===== config.mk =====
export PLATFORM = sky130hd
export DESIGN_NAME = seg7_scan_display
export DESIGN_NICKNAME = d
export VERILOG_FILES = /design/src/rtl/seg7_scan_display_pkg.sv /design/src/rtl/seg7_char_rom.sv /design/src/rtl/seg7_scan_display.sv
export SDC_FILE = /design/constraint.sdc
export NUM_CORES = 1
export LEC_CHECK = 0
export BUFFER_PORTS_ARGS = -buffer_cell sky130_fd_sc_hd__buf_2
export CORE_UTILIZATION = 45
export CTS_BUF_LIST = sky130_fd_sc_hd__clkbuf_8 sky130_fd_sc_hd__clkbuf_16
export DETAILED_ROUTE_END_ITERATION = 7
export PLACE_DENSITY = 0.67
export REMOVE_ABC_BUFFERS = 1
export SYNTH_ARGS = -nofsm -noshare
export SYNTH_HDL_FRONTEND = slang
export SYNTH_HIERARCHICAL = 1
export SYNTH_SLANG_ARGS = --single-unit

===== constraint.sdc =====
create_clock -name clk -period 3.2 [get_ports clk]
set_input_delay 0.96 -clock clk [delete_from_list [all_inputs] [get_ports clk]]
set_output_delay 0.96 -clock clk [all_outputs]
set_load 0.02 [all_outputs]

===== src/rtl/seg7_scan_display_pkg.sv =====
// Shared character-code definitions for the 4-digit 7-segment display path.
// The game modes build their 20-bit seg_data bus from these same codes, so the
// display and its producers always agree on the encoding.
package seg7_scan_display_pkg;

    localparam int NUM_DIGITS = 4;
    localparam int CODE_W     = 5;
    localparam int SEG_W      = 7;

    // 5-bit character codes
    localparam logic [CODE_W-1:0] C_0     = 5'd0;
    localparam logic [CODE_W-1:0] C_1     = 5'd1;
    localparam logic [CODE_W-1:0] C_2     = 5'd2;
    localparam logic [CODE_W-1:0] C_3     = 5'd3;
    localparam logic [CODE_W-1:0] C_4     = 5'd4;
    localparam logic [CODE_W-1:0] C_5     = 5'd5;
    localparam logic [CODE_W-1:0] C_6     = 5'd6;
    localparam logic [CODE_W-1:0] C_7     = 5'd7;
    localparam logic [CODE_W-1:0] C_8     = 5'd8;
    localparam logic [CODE_W-1:0] C_9     = 5'd9;
    localparam logic [CODE_W-1:0] C_g     = 5'd9;   // '9' doubles as 'g'
    localparam logic [CODE_W-1:0] C_A     = 5'd10;
    localparam logic [CODE_W-1:0] C_b     = 5'd11;
    localparam logic [CODE_W-1:0] C_C     = 5'd12;
    localparam logic [CODE_W-1:0] C_E     = 5'd13;
    localparam logic [CODE_W-1:0] C_F     = 5'd14;
    localparam logic [CODE_W-1:0] C_U     = 5'd15;
    localparam logic [CODE_W-1:0] C_P     = 5'd16;
    localparam logic [CODE_W-1:0] C_o     = 5'd17;
    localparam logic [CODE_W-1:0] C_L     = 5'd18;
    localparam logic [CODE_W-1:0] C_d     = 5'd19;
    localparam logic [CODE_W-1:0] C_n     = 5'd20;
    localparam logic [CODE_W-1:0] C_r     = 5'd21;
    localparam logic [CODE_W-1:0] C_H     = 5'd22;
    localparam logic [CODE_W-1:0] C_t     = 5'd23;
    localparam logic [CODE_W-1:0] C_DASH  = 5'd24;  // 24..30 all render '-'
    localparam logic [CODE_W-1:0] C_BLANK = 5'd31;

    // Active-low segment pattern with every segment off
    localparam logic [SEG_W-1:0] SEG_OFF = 7'h7F;

    // Four blank characters, used as the snapshot reset value
    localparam logic [NUM_DIGITS*CODE_W-1:0] DATA_BLANK = {NUM_DIGITS{C_BLANK}};

endpackage


===== src/rtl/seg7_char_rom.sv =====
// Combinational character ROM: 5-bit char code -> active-low segment pattern.
// Ports:
//   code    in  5  character code (see seg7_scan_display_pkg)
//   pattern out 7  segments {g,f,e,d,c,b,a}, 0 = segment lit
module seg7_char_rom
    import seg7_scan_display_pkg::*;
(
    input  logic [CODE_W-1:0] code,
    output logic [SEG_W-1:0]  pattern
);

    always_comb begin
        pattern = 7'b0111111;  // codes 24..30: '-'
        case (code)
            C_0:     pattern = 7'b1000000;
            C_1:     pattern = 7'b1111001;
            C_2:     pattern = 7'b0100100;
            C_3:     pattern = 7'b0110000;
            C_4:     pattern = 7'b0011001;
            C_5:     pattern = 7'b0010010;
            C_6:     pattern = 7'b0000010;
            C_7:     pattern = 7'b1111000;
            C_8:     pattern = 7'b0000000;
            C_9:     pattern = 7'b0010000;
            C_A:     pattern = 7'b0001000;
            C_b:     pattern = 7'b0000011;
            C_C:     pattern = 7'b1000110;
            C_E:     pattern = 7'b0000110;
            C_F:     pattern = 7'b0001110;
            C_U:     pattern = 7'b1000001;
            C_P:     pattern = 7'b0001100;
            C_o:     pattern = 7'b0100011;
            C_L:     pattern = 7'b1000111;
            C_d:     pattern = 7'b0100001;
            C_n:     pattern = 7'b0101011;
            C_r:     pattern = 7'b0101111;
            C_H:     pattern = 7'b0001001;
            C_t:     pattern = 7'b0000111;
            C_BLANK: pattern = SEG_OFF;
            default: pattern = 7'b0111111;
        endcase
    end

endmodule


===== src/rtl/seg7_scan_display.sv =====
// Time-multiplexed driver for a common-anode 4-digit 7-segment display.
// Snapshots seg_data/blink_mask/dp_mask once per frame (no tearing), blanks
// all anodes at the start of every digit slot (anti-ghosting) and blinks
// selected digits from a free-running blink timer.
// Ports:
//   clk          in   1   system clock
//   reset        in   1   synchronous, active-high reset
//   seg_data     in  20   {d3,d2,d1,d0} char codes, d3 leftmost
//   blink_mask   in   4   bit k: digit k dark during blink-off phase
//   dp_mask      in   4   bit k: decimal point of digit k lit
//   seg          out  7   {g,f,e,d,c,b,a}, active low
//   dp           out  1   decimal point, active low
//   an           out  4   anodes, active low, an[3] leftmost
//   frame_start  out  1   one-cycle pulse after a snapshot is taken
module seg7_scan_display
    import seg7_scan_display_pkg::*;
#(
    parameter int REFRESH_DIV = 100_000,
    parameter int BLANK_CYC   = 1_000,
    parameter int BLINK_DIV   = 50_000_000
) (
    input  logic                           clk,
    input  logic                           reset,
    input  logic [NUM_DIGITS*CODE_W-1:0]   seg_data,
    input  logic [NUM_DIGITS-1:0]          blink_mask,
    input  logic [NUM_DIGITS-1:0]          dp_mask,
    output logic [SEG_W-1:0]               seg,
    output logic                           dp,
    output logic [NUM_DIGITS-1:0]          an,
    output logic                           frame_start
);

    localparam int SLOT_W  = (REFRESH_DIV > 1) ? $clog2(REFRESH_DIV) : 1;
    localparam int BLINK_W = (BLINK_DIV > 1)   ? $clog2(BLINK_DIV)   : 1;

    logic [SLOT_W-1:0]                    slot_cnt;
    logic [1:0]                           digit_idx;
    logic [BLINK_W-1:0]                   blink_cnt;
    logic                                 blink_on;
    logic [NUM_DIGITS-1:0][CODE_W-1:0]    shadow_code;
    logic [NUM_DIGITS-1:0]                shadow_blink;
    logic [NUM_DIGITS-1:0]                shadow_dp;

    logic                                 slot_wrap;
    logic                                 frame_load;
    logic [SEG_W-1:0]                     rom_seg;
    logic [SEG_W-1:0]                     seg_nxt;
    logic                                 dp_nxt;
    logic [NUM_DIGITS-1:0]                an_nxt;

    assign slot_wrap  = (slot_cnt == SLOT_W'(REFRESH_DIV - 1));
    // Snapshot lands during the blank window of slot 0, so the new frame's
    // first lit cycle already sees the fresh shadow.
    assign frame_load = (digit_idx == 2'd0) && (slot_cnt == '0);

    seg7_char_rom u_rom (
        .code    (shadow_code[digit_idx]),
        .pattern (rom_seg)
    );

    // Scan and blink counters
    always_ff @(posedge clk) begin
        if (reset) begin
            slot_cnt  <= '0;
            digit_idx <= 2'd0;
            blink_cnt <= '0;
            blink_on  <= 1'b1;
        end else begin
            if (slot_wrap) begin
                slot_cnt  <= '0;
                digit_idx <= digit_idx + 2'd1;
            end else begin
                slot_cnt  <= slot_cnt + SLOT_W'(1);
            end
            if (blink_cnt == BLINK_W'(BLINK_DIV - 1)) begin
                blink_cnt <= '0;
                blink_on  <= ~blink_on;
            end else begin
                blink_cnt <= blink_cnt + BLINK_W'(1);
            end
        end
    end

    // Frame-atomic shadow of the display inputs
    always_ff @(posedge clk) begin
        if (reset) begin
            shadow_code  <= DATA_BLANK;
            shadow_blink <= '0;
            shadow_dp    <= '0;
        end else if (frame_load) begin
            shadow_code  <= seg_data;
            shadow_blink <= blink_mask;
            shadow_dp    <= dp_mask;
        end
    end

    // Next-output decode for the current slot
    always_comb begin
        an_nxt  = '1;
        seg_nxt = SEG_OFF;
        dp_nxt  = 1'b1;
        if (slot_cnt >= SLOT_W'(BLANK_CYC) &&
            !(shadow_blink[digit_idx] && !blink_on)) begin
            an_nxt            = '1;
            an_nxt[digit_idx] = 1'b0;
            seg_nxt           = rom_seg;
            dp_nxt            = ~shadow_dp[digit_idx];
        end
    end

    // Registered outputs
    always_ff @(posedge clk) begin
        if (reset) begin
            an          <= '1;
            seg         <= SEG_OFF;
            dp          <= 1'b1;
            frame_start <= 1'b0;
        end else begin
            an          <= an_nxt;
            seg         <= seg_nxt;
            dp          <= dp_nxt;
            frame_start <= frame_load;
        end
    end

endmodule


# --- After elaboration in Yosys (flattened, before gate mapping) ---
# Memory sizes are Yosys's and may differ from the RTL's. A register that Yosys moved wholly into a read port is not among the register bits.
# Cells that the tools add are included.
op_classes:
  n_addsub: 3
  order_cmp: 3
  n_eq_ne: 2
  n_mux: 8
  bitwise: 4
  n_reduce_logical: 11
ops:
  columns: ["op", "n"]
  rows:
  - ["26-bit by 1-bit adder with 26-bit output (second input constant)", 1]
  - ["26-bit equality test (second input constant)", 1]
  - ["17-bit by 1-bit adder with 17-bit output (second input constant)", 1]
  - ["17-bit equality test (second input constant)", 1]
  - ["17-bit by 10-bit greater-or-equal comparator with 1-bit output (second input constant)", 1]
  - ["17-bit logical NOT", 1]
  - ["5-bit binary-select mux with 2-bit select", 1]
  - ["2-bit OR reduction", 3]
  - ["5-bit two-way mux", 1]
  - ["1-bit binary-select mux with 2-bit select", 2]
  - ["1-bit logical AND", 4]
  - ["4-bit NOT", 1]
  - ["2-bit by 3-bit less-than comparator with 1-bit output (second input constant)", 1]
  - ["1-bit two-way mux", 3]
  - ["1-bit NOT", 3]
  - ["2-bit by 1-bit adder with 2-bit output (second input constant)", 1]
  - ["1-bit demux with 2-bit select", 1]
  - ["2-bit by 1-bit greater-or-equal comparator with 1-bit output (second input constant)", 1]
  - ["1-bit logical NOT", 2]
  - ["2-bit logical NOT", 1]
word_totals:
  ff_bits: 80
  rom_bits: 224
  in_bits: 30
  memories: 1
memory_table:
  columns: ["name", "words", "width", "rd", "rd_clocked_by_memory_dff", "write_ports", "line_no", "text"]
  rows:
  - ["(no name shown)", 32, 7, 1, 1, 0, "seg7_char_rom.sv:14", "case (code)"]

# --- Depth between registers and ports, before layout ---
# Gate-level depths: netlist of the first run.
depth:
  ltp_word: 7
  depth_mapped: 9
  depth_no_buf: 7

# --- Modules after synthesis ---
# The synthesis of the first run kept the hierarchy.
by_module_without_submodules:
  columns: ["mod", "instances", "cells_per_inst", "area_per_inst_um2", "seq_area_each_um2"]
  rows:
  - ["seg7_scan_display", 1, 425, 3744.8, 1741.7]
  - ["seg7_char_rom", 1, 52, 377.9, 0.0]

# --- Worst setup path after synthesis of the first run ---
# OpenSTA, ideal clock, no wires.
synth_path:
  path_type: "register -> register"
  start: "register digit_idx[0]"
  end: "register seg[6]"
  setup_time_ps: 128
  arrival_time_ps: 2294
  path_slack_ps: 778
  path_stages_with_launch: 9
  n_path_buf: 1
  path_cell_list: "dfxtp_1 clkbuf_1 mux4_2 inv_1 ha_1 nand3b_1 a21oi_1 a311o_1 nand2b_1"
synth_via:
  elab_chain_len: 7
  elab_cells_between_ends: 9
  classes_between: "4 x mux; 1 x bitwise; 4 x reduce/logical"
synth_rtl:
  columns: ["item", "line_no", "text"]
  rows:
  - ["start, declared", "seg7_scan_display.sv:37", "logic [1:0] digit_idx;"]
  - ["start signal, assigned", "seg7_scan_display.sv:71", "digit_idx <= digit_idx + 2'd1;"]
  - ["1-bit binary-select mux with 2-bit select", "seg7_scan_display.sv:103", "!(shadow_blink[digit_idx] && !blink_on)) begin"]
  - ["1-bit two-way mux (not written as such)", "seg7_scan_display.sv:103", null]
  - ["1-bit logical AND", "seg7_scan_display.sv:103", null]
  - ["1-bit logical NOT", "seg7_scan_display.sv:103", null]
  - ["1-bit logical AND", "seg7_scan_display.sv:102", "if (slot_cnt >= SLOT_W'(BLANK_CYC) &&"]
  - ["1-bit NOT (no line)", null, null]
  - ["2-bit OR reduction (no line)", null, null]
  - ["end, declared", "seg7_scan_display.sv:27", "output logic [SEG_W-1:0] seg,"]
# Parallel ways exist; a longest one is shown, timed or not. The select of a mux whose other input is x is not followed.
# A chain may end at the register's enable or synchronous reset.

# --- Final worst setup path of the first run ---
# Same ends and word-level chain as after synthesis.

==> metrics.csv, run 1 <==
metric;value;unit
Commonest cells post-synth;87 x dfxtp_1, 64 x nand3_1, 39 x nor2_1, 38 x o21ai_0, 24 x a21oi_1;
PostCTS Resize Cnt;0;
Yosys top cell by area;dfxtp_1;
CTS tree;yes;
Worst R2R End;seg[6];
Worst Hold Path EP;blink_cnt[0];
chip width;97.7;um
Leak;1.63;nW
GPL Wtd Cong;0.857;
clk sinks;87;
Setup crit end kind;flip-flop;
Vias;3512;
Reg2Reg Depth;7;
clk_lat worst skew;350;ps
Area growth, synth to finish;11.9;%
ranking of synthesized cells by area;dfxtp_1 42%, nand3_1 7.8%, o21ai_0 4.6%, xnor2_1 4.5%, ha_1 4.2%;
Core ar.;0.00881;mm^2
async set-reset flop share out of synthesis;0;
slew margin rel.;0.313;
Arr. time, crit path;2760;ps
CP max stage delay;730;ps
pins over their slew limit;0;
flops & latches, synth;87;
Longest Clk Path Bufs;2;
largest net degree at the start of global routing;31;
hold depth;1;
area of the mapped netlist;0.00412;mm^2
critical path cell sequence;mux4_2 > inv_1 > ha_1 > nand3b_1 > a21oi_1 > a311o_1 > nand2b_1;
TritonCTS buffer count;9;
Tot GR Track Use;0.195;
failing checks;DRC;
top_reg_cell synth;dfxtp_1;
WP data required;3450;ps
Final Hold Violating Endpoints;0;
Chip Height;97.7;um
HP Start;blink_cnt[0];
ratio of cells with drive above 1 in the final layout;0.156;
# IOs;43;
Hold Path Class;reg -> reg;
wire per inst;14.3;um
Worst path top cell family by delay;flip-flops;
final core utilization;0.524;
post-DP HPWL;5970;um
DR DRC count;10;
setup bufs post-CTS;0;
Reg-to-Reg Start;digit_idx[0];
Clock Root Buffer;clkbuf_8;
Crit Path Max Fanout;12;
clock-pin slew on the worst setup and hold paths;90;ps
row cnt;34;
port buffer count;42;
cts hold-fix bufs;0;
synthesized area per cell;8.64;um^2
Vias/cell;5.66;
PD cells;494;mW/mm^2
fin nets;551;
total chip power;2.28;mW
overflow left after global routing;0;
Starting Density;0.468;
Seq/Total Area, Yosys;0.422;
Post-synth EDFFs;0;
fmax;398;MHz
Yosys Warn Count;6;
DRT Wirelength;8840;um
H-tree Lvls;3;
vias in the first global route;3308;
share of the synthesized area in the top cell type;0.422;
RSZ-0062 raised after global routing;false;
part of the cycle the worst path needs;0.785;
status;complete, but fails checks;
global-route wire length before repair;15100;um
Buf+Inv Stages, Crit Path;1;
Die ar.;0.00955;mm^2
Max IR drop VDD;255;uV
Starting DRT DRC Count;165;
Startpoint Class;flip-flop;
most numerous cell in the Yosys netlist;dfxtp_1;
Mapped Cells;477;
Routed Antenna Nets;0;
critical path's slowest cell;dfxtp_1;
total negative setup slack;0;ps
Final min period;2510;ps
drt pass-1 iters;7;
Setup Viol. Count Final;0;
Antenna Cells;0;
synth unique cells;50;
max_cap viols;0;
initial antenna violation count;0;
Worst R2R Setup Slack;690;ps
clk_skew;7.12;ps
Least-Margin Pin Slew;1030;ps
Crit Path Category;reg -> reg;
==> routing by layer <==
layer	vias to the layer above	wire length (um)	global-route usage
met5	-	0	0
met4	0	95	0.0490
met3	9	375	0.0532
met2	76	4310	0.337
met1	1659	4060	0.242
li1	1768	-	-
==> final cells by class <==
cell class / count / area [um^2]
fill: 810 / 4190
multi-input combinational: 340 / 2180
sequential: 87 / 1740
timing repair buffer: 49 / 263
tap: 108 / 135
clock buffer: 9 / 124
clock inverter: 7 / 96.3
inverter: 20 / 75.1
==> state kept, by name (all words and copies together), names as in the netlist, 2 cells and up <==
name	count
digit_idx	2
an	4
shadow_blink	4
slot_cnt	17
blink_cnt	26
seg	7
shadow_dp	4
shadow_code	20
==> power breakdown <==
group	leakage (nW)	internal, mW	switching [mW]
sequential	0.710	1.13	0.0250
clock	0.102	0.441	0.398
combinational	0.816	0.121	0.160
total	1.63	1.69	0.583
==> metrics by stage <==
step / cell area, um^2 / setup WS, ps / hold slack [ps] / cells
floorplan: 3990 / 904 / 430 / 447
global placement: 4390 / 749 / 444 / 604
detailed placement: 4390 / 694 / 456 / 604
CTS: 4610 / 675 / 476 / 620
global route: 4610 / 489 / 499 / 620
finish: 4610 / 688 / 468 / 620
==> worst reg2reg max path, cell delays in order (launching register included) <==
cell and delay [ps]:
dfxtp_1 730, mux4_2 670, inv_1 160, ha_1 210, nand3b_1 120, a21oi_1 70, a311o_1 310, nand2b_1 130
==> worst max-delay path by stage <==
stage / from / end / slack, ps / cells past startpoint
2_1_floorplan: digit_idx[0] / seg[6] / 900 / 7
3_3_place_gp: digit_idx[0] / seg[6] / 750 / 7
3_5_place_dp: digit_idx[0] / seg[6] / 690 / 7
4_1_cts: digit_idx[0] / seg[6] / 680 / 7
5_1_grt: digit_idx[0] / seg[6] / 490 / 7
6_report: digit_idx[0] / seg[6] / 690 / 7
==> layout by cell type (no fill, tap or decap), drive strengths merged, types with 5 or more instances in the layout <==
cell type	netlist	routed
ha	14	14
xnor2	21	21
dfxtp	87	87
nor2	39	39
nor2b	6	6
buf	8	49
a21oi	24	24
nor4	8	8
o21ai	42	42
nand4	12	12
or4	9	9
nand2	18	18
nor3	10	10
mux4	7	7
inv	20	21
nand2b	10	10
nand3	64	64
or3	15	15
clkbuf	22	9
xor2	5	5
o31ai	7	7
==> cells by family (layout without fill, tap and decap cells) <==
logic type / count (synthesis) / count (layout) / synth area share
AND/OR/NAND/NOR: 206 / 206 / 0.269
flip-flops: 87 / 87 / 0.422
AO/OA/AOI/OAI: 86 / 86 / 0.120
buffers and inverters: 50 / 85 / 0.0507
XOR/XNOR: 26 / 26 / 0.0552
adder cells (fa/ha/maj): 14 / 14 / 0.0425
multiplexers: 8 / 8 / 0.0407
No activity file was read; power rests on OpenSTA's default activity.
==> run 2: changes to the inputs <==
clock period = 2.4 ns   (was 3.2 ns; I/O delays follow)
==> run 2 against run 1 <==
Compared with the run above:
- the run still ends with DRC left
- clock-buffer cell count is 2 higher
- sequential power is 34% higher
- critical path depth stayed put
- maximum frequency is 15% higher
- first-iteration DRC count is 2.4% lower
- non-clock buffer count is 5 higher
- register-to-register slack worse by 460 ps
- via count is 1.5% higher
- core utilization is 0.84 points higher
- combinational power is 36% higher
- clock skew is 5.0 ps higher
- critical endpoint unchanged
==> metrics.csv, run 2 (synthesized netlist as in run 1, its figures left out) <==
metric;value;unit
clock-pin slew on the worst setup and hold paths;90;ps
Starting Density;0.468;
Crit Path Category;reg -> reg;
total chip power;3.19;mW
wire per inst;14.4;um
Starting DRT DRC Count;161;
RSZ-0062 raised after global routing;false;
DR DRC count;9;
clk sinks;87;
chip width;97.7;um
vias in the first global route;3367;
ratio of cells with drive above 1 in the final layout;0.166;
Setup crit end kind;flip-flop;
overflow left after global routing;0;
Crit Path Max Fanout;7;
Clk pwr share;0.395;
Max IR drop VDD;372;uV
total negative setup slack;0;ps
Psw;767;uW
Tot GR Track Use;0.197;
post-DP HPWL;6230;um
clk_skew;12.1;ps
Final min period;2180;ps
pins over their slew limit;0;
slew margin rel.;0.742;
largest net degree at the start of global routing;30;
drt pass-1 iters;6;
internal power;2.42;mW
row cnt;34;
sequential cell area;0.00174;mm^2
Chip Height;97.7;um
initial antenna violation count;0;
global-route wire length before repair;15400;um
Vias/cell;5.70;
CTS tree;yes;
Hold Path Class;reg -> reg;
Core ar.;0.00881;mm^2
GPL Wtd Cong;0.987;
Longest Clk Path Bufs;2;
cts hold-fix bufs;0;
combinational power share;0.120;
Leak;1.68;nW
Vias;3564;
port buffer count;42;
Crit. Startpoint;digit_idx[0];
Area growth, synth to finish;13.7;%
Reg-to-Reg Start;digit_idx[0];
status;complete, but fails checks;
filler cell count;844;
failing checks;DRC;
PD cells;681;mW/mm^2
Hold WS;474;ps
Antenna Cells;0;
TritonCTS buffer count;9;
# IOs;43;
H-tree Lvls;3;
Cells after DPL;609;
Die ar.;0.00955;mm^2
Post-DP Area;0.00443;mm^2
Routed Antenna Nets;0;
commonest non-fill, non-tap cell in the layout;dfxtp_1;
Startpoint Class;flip-flop;
max_cap viols;0;
clk_lat worst skew;350;ps
Largest regs;blink_cnt (26), shadow_code (20), slot_cnt (17);
fmax;459;MHz
Final Hold Violating Endpoints;0;
HP Start;shadow_blink[2];
non-filler instance count after layout;625;
Setup Viol. Count Final;0;
Clock Root Buffer;clkbuf_8;
Reg power frac;0.485;
DRT Wirelength;9000;um
area of the multi-input gates;0.00218;mm^2
part of the cycle the worst path needs;0.907;
max FFs per register;26;
commonest cells after routing, fill and taps aside;86 x dfxtp_1, 64 x nand3_1, 42 x buf_2;
Arr. time, crit path;2430;ps
Layout Cell Area excl Fill;0.00469;mm^2
WP data required;2650;ps
Top reg by flops;blink_cnt;
fin nets;556;
Least-Margin Pin Slew;387;ps
switching share of power;0.240;
-- run 2: power by group through the flow --
stage	Clock, mW	Combinational [mW]	Sequential [mW]
6_report	1.26	0.382	1.55
5_1_grt	1.35	0.431	1.55
3_3_place_gp	0	0.366	1.58
2_1_floorplan	0	0.269	1.57
4_1_cts	1.29	0.379	1.55
3_5_place_dp	0	0.376	1.58
-- run 2: worst paths after layout --
check	depth (start not counted)	to	slack (ps)
worst min-delay path	2	shadow_blink[2]	470
worst max register to register	7	seg[6]	220
worst max-delay path	7	seg[6]	220
worst min register to register	2	shadow_blink[2]	470
-- run 2: worst max-delay path, cell delays in order (launching register included) --
cell and delay [ps]:
dfxtp_2 430, mux4_2 610, inv_1 180, ha_1 230, nand3b_1 120, a21oi_1 60, a311o_1 310, nand2b_1 140
-- run 2: repair_timing --
item                       CTS  global route
buffers inserted             0             0
resized for setup            0             1
setup endpoints to repair    0             2
-- run 2: metrics by stage --
step / setup slack [ps] / util
2_1_floorplan: 104 / -
3_3_place_gp: 185 / 0.503
3_5_place_dp: 101 / 0.503
4_1_cts: 97.6 / 0.532
5_1_grt: 103 / 0.532
6_report: 223 / 0.532
-- run 2: layer usage --
metal,global-route usage,wire length (um),up-vias
met4,0.0524,126,0
met2,0.338,4350,73
met1,0.247,4180,1695
met5,0,0,-
li1,-,-,1783
met3,0.0496,342,13
-- run 2: cell type report --
cell class,count,area share
flip-flops and latches,87,0.372
inverters,20,0.0160
multi-input cells,340,0.465
clock inverters,5,0.0222
repair buffers,54,0.0641
well taps,108,0.0288
clock buffers,11,0.0323
